<file path="config.mk">
export PLATFORM = sky130hd
export DESIGN_NAME = load_store_unit_flat
export DESIGN_NICKNAME = d
export VERILOG_FILES = /design/src/rtl/lsu_pkg.sv /design/src/rtl/load_store_unit_if.sv /design/src/rtl/lsu_lane_align.sv /design/src/rtl/load_store_unit.sv /design/src/flat_wrapper.sv
export SDC_FILE = /design/constraint.sdc
export NUM_CORES = 1
export LEC_CHECK = 0
export CAP_MARGIN = 20
export CORE_AREA = 8 8 178 180
export CTS_CLUSTER_DIAMETER = 100
export CTS_CLUSTER_SIZE = 20
export DETAILED_ROUTE_END_ITERATION = 12
export DIE_AREA = 0 0 186 188
export PLACE_DENSITY_LB_ADDON = 0.15
export SYNTH_ARGS = -nofsm -noshare
export SYNTH_HDL_FRONTEND = slang
export SYNTH_SLANG_ARGS = --single-unit
</file>
<file path="constraint.sdc">
create_clock -name clock -period 3.4 [get_ports clock]
set_clock_uncertainty 0.15 [all_clocks]
set_input_delay 0.68 -clock clock [delete_from_list [all_inputs] [get_ports clock]]
set_output_delay 0.68 -clock clock [all_outputs]
set_load 0.005 [all_outputs]
</file>
<file path="src/rtl/lsu_pkg.sv">
// Shared types and helpers for the load/store unit: size encodings, FSM states,
// the latched request payload, lane-mask and alignment functions.
package lsu_pkg;

  localparam int unsigned DATA_W = 64;
  localparam int unsigned ADDR_W = 64;

  typedef enum logic [1:0] {
    SZ_B = 2'b00,
    SZ_H = 2'b01,
    SZ_W = 2'b10,
    SZ_D = 2'b11
  } size_e;

  typedef enum logic [2:0] {
    ST_IDLE,
    ST_LOAD,
    ST_RMW_RD,
    ST_WRITE,
    ST_RESP
  } state_e;

  // Fields of an accepted request that are still needed after the accept cycle
  typedef struct packed {
    size_e             size;
    logic              sgn;
    logic [2:0]        off;
    logic [DATA_W-1:0] wdata;
  } req_lat_t;

  function automatic logic [DATA_W-1:0] size_mask(input size_e size);
    logic [DATA_W-1:0] m;
    case (size)
      SZ_B:    m = 64'h0000_0000_0000_00FF;
      SZ_H:    m = 64'h0000_0000_0000_FFFF;
      SZ_W:    m = 64'h0000_0000_FFFF_FFFF;
      default: m = 64'hFFFF_FFFF_FFFF_FFFF;
    endcase
    return m;
  endfunction

  // Only the low three address bits can make an access misaligned
  function automatic logic misaligned(input logic [2:0] addr, input size_e size);
    logic mis;
    case (size)
      SZ_B:    mis = 1'b0;
      SZ_H:    mis = addr[0];
      SZ_W:    mis = |addr[1:0];
      default: mis = |addr[2:0];
    endcase
    return mis;
  endfunction

endpackage

</file>
<file path="src/rtl/load_store_unit_if.sv">
// CPU request/response bus and data-memory pin bundle for the load/store unit.
interface lsu_req_if;
  import lsu_pkg::*;

  logic              req_valid;
  logic              req_ready;
  logic              req_write;
  logic [1:0]        req_size;
  logic              req_signed;
  logic [ADDR_W-1:0] req_addr;
  logic [DATA_W-1:0] req_wdata;
  logic              resp_valid;
  logic [DATA_W-1:0] resp_rdata;
  logic              resp_error;

  modport master (
    output req_valid, req_write, req_size, req_signed, req_addr, req_wdata,
    input  req_ready, resp_valid, resp_rdata, resp_error
  );

  modport slave (
    input  req_valid, req_write, req_size, req_signed, req_addr, req_wdata,
    output req_ready, resp_valid, resp_rdata, resp_error
  );
endinterface

interface lsu_mem_if;
  import lsu_pkg::*;

  logic              mem_read;
  logic              mem_write;
  logic [ADDR_W-1:0] mem_address;
  logic [DATA_W-1:0] mem_write_data;
  logic [DATA_W-1:0] mem_read_data;

  modport master (
    output mem_read, mem_write, mem_address, mem_write_data,
    input  mem_read_data
  );

  modport slave (
    input  mem_read, mem_write, mem_address, mem_write_data,
    output mem_read_data
  );
endinterface

</file>
<file path="src/rtl/lsu_lane_align.sv">
// Byte-lane alignment: extracts/extends a load lane and merges a store lane
// into a doubleword. Purely combinational.
module lsu_lane_align
  import lsu_pkg::*;
(
  input  logic [2:0]        off_i,
  input  size_e             size_i,
  input  logic              signed_i,
  input  logic [DATA_W-1:0] rdata_i,
  input  logic [DATA_W-1:0] wdata_i,
  output logic [DATA_W-1:0] load_o,
  output logic [DATA_W-1:0] store_o
);

  logic [5:0]        shamt;
  logic [DATA_W-1:0] shifted;
  logic [DATA_W-1:0] lane_mask;

  assign shamt     = {off_i, 3'b000};
  assign shifted   = rdata_i >> shamt;
  assign lane_mask = size_mask(size_i) << shamt;

  always_comb begin
    load_o = shifted;
    case (size_i)
      SZ_B:    load_o = signed_i ? {{56{shifted[7]}},  shifted[7:0]}  : {56'b0, shifted[7:0]};
      SZ_H:    load_o = signed_i ? {{48{shifted[15]}}, shifted[15:0]} : {48'b0, shifted[15:0]};
      SZ_W:    load_o = signed_i ? {{32{shifted[31]}}, shifted[31:0]} : {32'b0, shifted[31:0]};
      default: load_o = shifted;
    endcase
  end

  assign store_o = (rdata_i & ~lane_mask) | ((wdata_i << shamt) & lane_mask);

endmodule

</file>
<file path="src/rtl/load_store_unit.sv">
// Initiator side of the 64-bit data-memory interface: one load/store at a time,
// lane extraction for loads, read-modify-write for sub-doubleword stores.
module load_store_unit
  import lsu_pkg::*;
(
  input logic       clock,
  input logic       reset_n,
  lsu_req_if.slave  req,
  lsu_mem_if.master mem
);

  state_e            state_q;
  req_lat_t          lat_q;
  logic              resp_valid_q;
  logic              resp_error_q;
  logic [DATA_W-1:0] resp_rdata_q;
  logic [ADDR_W-1:0] mem_address_q;
  logic [DATA_W-1:0] mem_write_data_q;

  size_e             req_size_c;
  logic [DATA_W-1:0] load_d;
  logic [DATA_W-1:0] merge_d;

  assign req_size_c = size_e'(req.req_size);

  lsu_lane_align u_align (
    .off_i    (lat_q.off),
    .size_i   (lat_q.size),
    .signed_i (lat_q.sgn),
    .rdata_i  (mem.mem_read_data),
    .wdata_i  (lat_q.wdata),
    .load_o   (load_d),
    .store_o  (merge_d)
  );

  // Control FSM with registered datapath outputs
  always_ff @(posedge clock or negedge reset_n) begin
    if (!reset_n) begin
      state_q          <= ST_IDLE;
      lat_q            <= '0;
      resp_valid_q     <= 1'b0;
      resp_error_q     <= 1'b0;
      resp_rdata_q     <= '0;
      mem_address_q    <= '0;
      mem_write_data_q <= '0;
    end else begin
      resp_valid_q <= 1'b0;
      case (state_q)
        ST_IDLE: begin
          if (req.req_valid) begin
            lat_q         <= '{size: req_size_c, sgn: req.req_signed,
                               off: req.req_addr[2:0], wdata: req.req_wdata};
            mem_address_q <= {3'b000, req.req_addr[ADDR_W-1:3]};
            resp_error_q  <= 1'b0;
            resp_rdata_q  <= '0;
            if (misaligned(req.req_addr[2:0], req_size_c)) begin
              resp_error_q <= 1'b1;
              resp_valid_q <= 1'b1;
              state_q      <= ST_RESP;
            end else if (!req.req_write) begin
              state_q <= ST_LOAD;
            end else if (req_size_c == SZ_D) begin
              mem_write_data_q <= req.req_wdata;
              state_q          <= ST_WRITE;
            end else begin
              state_q <= ST_RMW_RD;
            end
          end
        end
        ST_LOAD: begin
          resp_rdata_q <= load_d;
          resp_valid_q <= 1'b1;
          state_q      <= ST_RESP;
        end
        ST_RMW_RD: begin
          mem_write_data_q <= merge_d;
          state_q          <= ST_WRITE;
        end
        ST_WRITE: begin
          resp_valid_q <= 1'b1;
          state_q      <= ST_RESP;
        end
        ST_RESP: state_q <= ST_IDLE;
        default: state_q <= ST_IDLE;
      endcase
    end
  end

  // Ready is held low while reset is asserted even though the state reads IDLE
  assign req.req_ready  = reset_n && (state_q == ST_IDLE);
  assign req.resp_valid = resp_valid_q;
  assign req.resp_error = resp_error_q;
  assign req.resp_rdata = resp_rdata_q;

  assign mem.mem_read       = (state_q == ST_LOAD) || (state_q == ST_RMW_RD);
  assign mem.mem_write      = (state_q == ST_WRITE);
  assign mem.mem_address    = mem_address_q;
  assign mem.mem_write_data = mem_write_data_q;

endmodule

</file>
<file path="src/flat_wrapper.sv">
// flat-port wrapper written by rule: the top's interface ports become plain ports
module load_store_unit_flat import lsu_pkg::*;
  (clock, reset_n, req_req_valid, req_req_write, req_req_size, req_req_signed, req_req_addr, req_req_wdata, req_req_ready, req_resp_valid, req_resp_rdata, req_resp_error, mem_mem_read, mem_mem_write, mem_mem_address, mem_mem_write_data, mem_mem_read_data);
  lsu_req_if req_i ();
  lsu_mem_if mem_i ();
  input logic clock;
  input logic reset_n;
  input wire logic [$bits(req_i.req_valid)-1:0] req_req_valid;
  input wire logic [$bits(req_i.req_write)-1:0] req_req_write;
  input wire logic [$bits(req_i.req_size)-1:0] req_req_size;
  input wire logic [$bits(req_i.req_signed)-1:0] req_req_signed;
  input wire logic [$bits(req_i.req_addr)-1:0] req_req_addr;
  input wire logic [$bits(req_i.req_wdata)-1:0] req_req_wdata;
  output wire logic [$bits(req_i.req_ready)-1:0] req_req_ready;
  output wire logic [$bits(req_i.resp_valid)-1:0] req_resp_valid;
  output wire logic [$bits(req_i.resp_rdata)-1:0] req_resp_rdata;
  output wire logic [$bits(req_i.resp_error)-1:0] req_resp_error;
  output wire logic [$bits(mem_i.mem_read)-1:0] mem_mem_read;
  output wire logic [$bits(mem_i.mem_write)-1:0] mem_mem_write;
  output wire logic [$bits(mem_i.mem_address)-1:0] mem_mem_address;
  output wire logic [$bits(mem_i.mem_write_data)-1:0] mem_mem_write_data;
  input wire logic [$bits(mem_i.mem_read_data)-1:0] mem_mem_read_data;
  assign req_i.req_valid = req_req_valid;
  assign req_i.req_write = req_req_write;
  assign req_i.req_size = req_req_size;
  assign req_i.req_signed = req_req_signed;
  assign req_i.req_addr = req_req_addr;
  assign req_i.req_wdata = req_req_wdata;
  assign req_req_ready = req_i.req_ready;
  assign req_resp_valid = req_i.resp_valid;
  assign req_resp_rdata = req_i.resp_rdata;
  assign req_resp_error = req_i.resp_error;
  assign mem_mem_read = mem_i.mem_read;
  assign mem_mem_write = mem_i.mem_write;
  assign mem_mem_address = mem_i.mem_address;
  assign mem_mem_write_data = mem_i.mem_write_data;
  assign mem_i.mem_read_data = mem_mem_read_data;
  load_store_unit u_core (.clock(clock), .reset_n(reset_n), .req(req_i), .mem(mem_i));
endmodule
</file>
==> results of run 1 <==
-- routing by layer --
metal,wire length [um],vias up,part of all wire [%]
met2,26690,732,46
met4,3016,0,5.2
li1,-,5938,-
met1,22270,6708,39
met3,5675,158,9.8
met5,0,-,0
-- worst min-delay path by stage --
stage                                       startpoint                      endpoint  slack (ns)  cells past startpoint
after global routing      u_core.mem.mem_write_data[4]  u_core.mem.mem_write_data[4]        0.35                      2
after detailed placement  u_core.mem.mem_write_data[5]  u_core.mem.mem_write_data[5]        0.31                      2
after global placement    u_core.mem.mem_write_data[2]  u_core.mem.mem_write_data[2]        0.30                      2
after CTS                 u_core.mem.mem_write_data[5]  u_core.mem.mem_write_data[5]        0.33                      2
final                        u_core.req.resp_rdata[41]     u_core.req.resp_rdata[41]        0.33                      2
after floorplan                                reset_n               u_core.lat_q[0]        0.23                      0
-- stage by stage --
step,cell area (sq um),hold slack [ns]
after CTS,20050,0.3308
after floorplan,15390,0.2344
final,20050,0.3287
after detailed placement,19570,0.3102
after global placement,19570,0.3042
after global routing,20050,0.3528
-- area by class of cell --
| cell class | count | area share (%) |
|---|---|---|
| Tap cell | 390 | 2.434 |
| Timing Repair Buffer | 447 | 22.23 |
| Inverter | 25 | 0.4680 |
| Clock buffer | 21 | 2.246 |
| Clock inverter | 1 | 0.08112 |
| Sequential cell | 264 | 33.00 |
| Antenna cell | 1 | 0.01248 |
| Multi-Input combinational cell | 1020 | 39.53 |
-- power groups by stage --
stage	Clock, mW	Sequential [mW]	Combinational [mW]
2_1_floorplan	0	5.62	7.38
3_3_place_gp	0	6.25	11.3
3_5_place_dp	0	6.31	11.5
4_1_cts	2.07	6.26	11.5
5_1_grt	2.17	6.47	12.3
6_report	2.03	6.32	11.5
-- cells in the mapped netlist (all sizes together), types with 3 or more instances --
| master | instances | area [sq um] |
|---|---|---|
| a211oi | 17 | 145.1 |
| mux2 | 155 | 1749 |
| mux2i | 98 | 993.4 |
| o22ai | 19 | 118.9 |
| inv | 25 | 93.84 |
| nor2b | 22 | 137.6 |
| nand2b | 9 | 56.30 |
| nor3 | 7 | 46.30 |
| o21ai | 108 | 615.6 |
| a22oi | 24 | 180.2 |
| a21boi | 6 | 45.04 |
| a311oi | 8 | 70.07 |
| a2bb2oi | 15 | 131.4 |
| a31oi | 18 | 112.6 |
| o21a | 3 | 30.02 |
| nand2 | 145 | 544.3 |
| a22o | 6 | 52.55 |
| o221ai | 8 | 70.07 |
| a21oi | 87 | 435.4 |
| a2111oi | 3 | 63.81 |
| a32oi | 8 | 70.07 |
| o211ai | 24 | 180.2 |
| o31ai | 9 | 97.59 |
| or2 | 9 | 56.31 |
| a211o | 15 | 131.4 |
| buf | 84 | 629.4 |
| dfrtp | 264 | 6606 |
| and2 | 7 | 43.80 |
| a221o | 17 | 170.2 |
| nand3 | 16 | 80.08 |
| clkbuf | 49 | 183.9 |
| mux4 | 37 | 833.3 |
| nor2 | 87 | 339.1 |
| a21o | 12 | 90.09 |
| and2b | 4 | 30.03 |
-- cells by family (layout without fill, tap and decap cells) --
logic type	Yosys count	in the layout
buf+inv	158	494
compound gates	414	414
flops	264	264
other cells	1	4
simple gates	313	313
mux	290	290
-- worst reg2reg max path, delay by kind of cell (launching register included) --
kind            cells  cell delay, ns
compound gates      4            1.49
flops               1            0.80
simple gates        1            0.30
-- sequential cells by signal (all words and copies together) (netlist names) --
signal / flops
u_core.req.resp_error: 1
u_core.mem.mem_address: 61
u_core.mem.mem_write_data: 64
u_core.req.resp_rdata: 64
u_core.req.resp_valid: 1
u_core.lat_q: 70
u_core.state_q: 3
-- repair_timing --
action                                  in CTS  in global routing
endpoints found under the setup margin       0                  0
endpoints found under the hold margin       14                  0
hold buffers                                 1                  0
==> reports/results.ini, run 1 <==
[pwr]
p_sw_mw = 8.358
p_leak_nw = 8.201
p_comb_share_pct = 58.0
p_seq_share_pct = 31.8
switching_share_pct = 42.02
clkPwrFrac_pct = 10.2
vdd_drop_max_mv = 0.5868
p_int_mw = 11.53
power.total_mw = 19.89
p_per_area_mw_per_mm2 = 992.1

[timing]
fin_tns_setup_ns = 0
finalHoldViolations = 0
max_slew_margin_pct = 29.70
clock.fmax_ghz = 0.3372
finalSetupViolations = 0
fin_ws_ns = 0.4340
grt_setup_unrepaired = no
timing.final.crit_share_pct = 87.23
slew_violations = 0
worstMarginPinSlew_ns = 1.054
fin_crit_ns = 2.966

[finish]
mostFrequentLayoutCells = clkdlybuf4s50_1 (391), dfrtp_1 (261), mux2_2 (154)
fin_cells = 2169
mostFrequentLayoutCell = clkdlybuf4s50_1
drive_above_1_share_pct = 18.05
fin_util_pct = 69.12
fillers = 2323
multi_input_area_sq_mm = 0.007925
nNetsFinal = 1974
area_delta_synth_final_pct = 30.32
ff_latch_area_sq_mm = 0.006618

[synth]
synth-edff-count = 0
async_reset_ff_share_pct = 100.0
ys_ff_latch = 264
synth_mux_area_share_pct = 23.24
synth_sequential_area_ratio_pct = 42.94
ys_warn_count = 0
ys_types = 67
synth_xor_area_share_pct = 0
synth_fa_ha_area_share_pct = 0
postSynthCellCount = 1440
ys.flop_type = dfrtp_1
synth_area_sq_mm = 0.01539
synth_area_per_cell_sq_um = 10.68
synth_compound_area_share_pct = 18.92
synth_top_family_by_area = multiplexers
synth-simple-area-share_pct = 8.978

[worst_setup_path]
rrSetupSlack_ns = 0.52
reg2reg_to = u_core.mem.mem_write_data[27]
cp_num_cells = 4
cp.required_ns = 2.57
arrival_ns = 2.14
path_cells = nor2_1 > nand2_2 > nand2_1 > clkdlybuf4s50_1
cp_max_fo = 12
critPathKind = register to output pin
reg2reg_from = u_core.lat_q[64]
critical_path.slowest_cell = dfrtp_1
critPathCapture = mem_mem_read
cp-end-kind = output pin
startpoint = u_core.state_q[2]
slowest_delay_ns = 0.53
r2r_cells = 5
critPathLaunchType = register
worst-path-buf-inv = 1
cp_top_family = simple AND/OR/NAND/NOR gates

[placement]
placement.io_buffers = 392
dp_slack_ns = 0.4374
hpwl_um = 43810
place.gp.congestion = 0.9858
placed_cells = 2145

[global_routing]
grt_overflow = 0
top_usage_layer = met2
use_met3_pct = 8.206
grt_pass1_wl_um = 86080
antenna_found_initial = 1
grt_start_max_net_pins = 179
grt.met1_usage_pct = 41.04
globalRouteMet2Util_pct = 50.90
grt_pass1_vias = 13680
grt_usage_pct = 32.30

[cts]
root_buffer = clkbuf_16
ctsResizeCount = 0
cts_setup_buffers = 0
clk_pin_slew_ns = 0.08
numCtsBuffers = 17
htreeDepth = 1
clock_latency_ns = 0.51
cts_tree = built
clkSinkCount = 264
cts_buffer_depth = 3

[detailed_routing]
viasPerCell = 6.241
drt-total-wl_um = 57640
drtIter0Drc = 1264
route.detailed.drc = 0
vias = 13540
wl_per_cell_um = 26.58
drtPass1Iterations = 5
ant_nets = 0

[floorplanning]
initial_utilization_pct = 53.04
boundaryPins = 396
die_x_um = 186
die_area_sq_mm = 0.03497
core_sq_mm = 0.02901
rows = 63
die_h_um = 188

[status]
status = finished, final reports clean

[hold_path]
worstHoldPathType = register to register

[job]
max_cap_violations = 0

Note: power is estimated with default switching activity, not from simulation.
==> run 2: changes to the inputs <==
- SETUP_SLACK_MARGIN: not set -> 0.1
==> results of run 2 <==
The final DEF is identical to that of run 1; final timing and power are the same.
==> run 3: changes to the inputs <==
- SYNTH_HIERARCHICAL: not set -> 1
==> reports/results.ini, run 3 <==
[status]
status = finished, final reports clean

[placement]
placement.io_buffers = 392
place.gp.congestion = 0.9688
hpwl_um = 42140

[timing]
grt_setup_unrepaired = no
finalHoldViolations = 0
max_slew_margin_pct = 37.92
timing.final.crit_share_pct = 86.26
slew_violations = 0
worstMarginPinSlew_ns = 0.9312
finalSetupViolations = 0
fin_tns_setup_ns = 0
clock.fmax_ghz = 0.3410
fin_crit_ns = 2.933

[detailed_routing]
drtIter0Drc = 1618
drt-total-wl_um = 55900
ant_nets = 0
vias = 13630
route.detailed.drc = 0
wl_per_cell_um = 24.78
drtPass1Iterations = 5
viasPerCell = 6.043

[cts]
cts_buffer_depth = 3
clock_latency_ns = 0.52
cts_tree = built
clkSinkCount = 264
ctsResizeCount = 0
htreeDepth = 1
numCtsBuffers = 17
cts_setup_buffers = 0
clk_pin_slew_ns = 0.09
cts-hold-fix-buffers = 0
root_buffer = clkbuf_16

[pwr]
power.total_mw = 19.73
vdd_drop_max_mv = 0.6508
p_leak_nw = 8.410
p_per_area_mw_per_mm2 = 995.6

[hold_path]
worstHoldPathType = input port to asynchronous set/reset pin

[floorplanning]
rows = 63
boundaryPins = 396
initial_utilization_pct = 52.67
die_area_sq_mm = 0.03497
die_x_um = 186
core_sq_mm = 0.02901
die_h_um = 188

[synth]
netlist_top_cells_count = nand2_1 (367), dfrtp_1 (264), mux2_2 (143)
ys.flop_type = dfrtp_1
ys_types = 63
synth_sequential_area_ratio_pct = 43.24
synth_area_per_cell_sq_um = 9.902
ys_ff_latch = 264
yosysMostFrequentCell = nand2_1
yosys-top-cells-area = dfrtp_1 (43%), mux2_2 (11%), nand2_1 (9.0%)
yosysTopAreaCellShare_pct = 43.24
postSynthCellCount = 1543
yosysTopAreaCell = dfrtp_1
async_reset_ff_share_pct = 100.0
synth_area_sq_mm = 0.01528
synth-edff-count = 0
ys_warn_count = 6

[finish]
nNetsFinal = 2060
drive_above_1_share_pct = 14.55
area_delta_synth_final_pct = 29.69
fin_util_pct = 68.31
mostFrequentLayoutCell = clkdlybuf4s50_1
largest_register_ffs = 70
mostFrequentLayoutCells = clkdlybuf4s50_1 (391), nand2_1 (366), dfrtp_1 (262)
largest_register = u_core/lat_q

[worst_setup_path]
cp_max_fo = 50
critPathKind = register to register
critical_path.slowest_cell = dfrtp_4
slowest_delay_ns = 0.83
cp_top_family = flip-flops
cp-end-kind = register
worst-path-buf-inv = 2
rrSetupSlack_ns = 0.47
arrival_ns = 3.17
cp.required_ns = 3.63
path_cells = buf_12 > nor3b_2 > and3_1 > o311ai_2 > buf_4 > o2111ai_1 > nand2_1 > o21ai_0
critPathLaunchType = register

[global_routing]
grt_overflow = 0
grt_usage_pct = 31.02
grt_pass1_vias = 13570
grt_pass1_wl_um = 83530
grt_start_max_net_pins = 154
antenna_found_initial = 4

[job]
max_cap_violations = 0

## run 3: changes by cell type after synthesis, sizes merged, moves of 13 or more
| cell | change |
|---|---|
| mux4 | -17 |
| nand4 | +29 |
| nand3 | -14 |
| nand2 | +223 |
| a2bb2oi | -15 |
| a22oi | -23 |
| a31oi | +62 |
| o2bb2ai | +13 |
| a21oi | -74 |
| mux2 | +25 |
| o22ai | -17 |
| inv | -20 |
## run 3: through the flow
step	setup slack, ns	area [sq um]	hold slack (ns)	cells
global route	0.3361	19820	0.1155	2256
CTS	0.5492	19800	0.1039	2252
detailed placement	0.4375	19340	0.3449	2231
floorplan	1.149	15290	0.2344	1545
finish	0.4671	19820	0.05197	2256
global placement	0.5051	19340	0.3379	2231
## run 3: metal layers
metal	global-route usage (%)	wire length, um
met1	39.98	21770
met2	49.90	26410
met3	7.200	5377
met4	11.91	2331
met5	0	13
## run 3: layout make-up
class                           instances  area [sq um]
Fill cell                            2361          9193
Multi-Input combinational cell       1142          7860
Sequential cell                       264          6611
Timing Repair Buffer                  430          4364
Tap cell                              390         488.0
Clock buffer                           18         429.2
Clock inverter                          3         32.53
Inverter                                6         22.52
Antenna cell                            3         7.507
## run 3: kinds of logic (layout without fill, tap and decap cells)
kind of cell           after synthesis  in the layout  synth area share (%)
AO/OA/AOI/OAI                      276            276                 11.60
buffers and inverters              139            457                 5.487
flip-flops                         264            264                 43.24
multiplexers                       310            310                 24.16
other                                1              6               0.02454
AND/OR/NAND/NOR                    553            553                 15.49
## run 3: report_power, final
group / switching, mW / internal, mW
Clock: 1.10 / 0.919
Combinational: 5.84 / 5.92
Sequential: 1.31 / 4.64
## run 3: final timing paths
kind                                            start                         end  depth (start not counted)
max in group asynchronous                     reset_n  u_core/mem.mem_address[19]                          2
max reg2reg                          u_core/lat_q[64]   u_core/req.resp_rdata[51]                          8
min in group clock         u_core/mem.mem_address[15]  u_core/mem.mem_address[15]                          1
min                                           reset_n   u_core/req.resp_rdata[52]                          2
min reg2reg                u_core/mem.mem_address[15]  u_core/mem.mem_address[15]                          1
max                                  u_core/lat_q[64]   u_core/req.resp_rdata[51]                          8
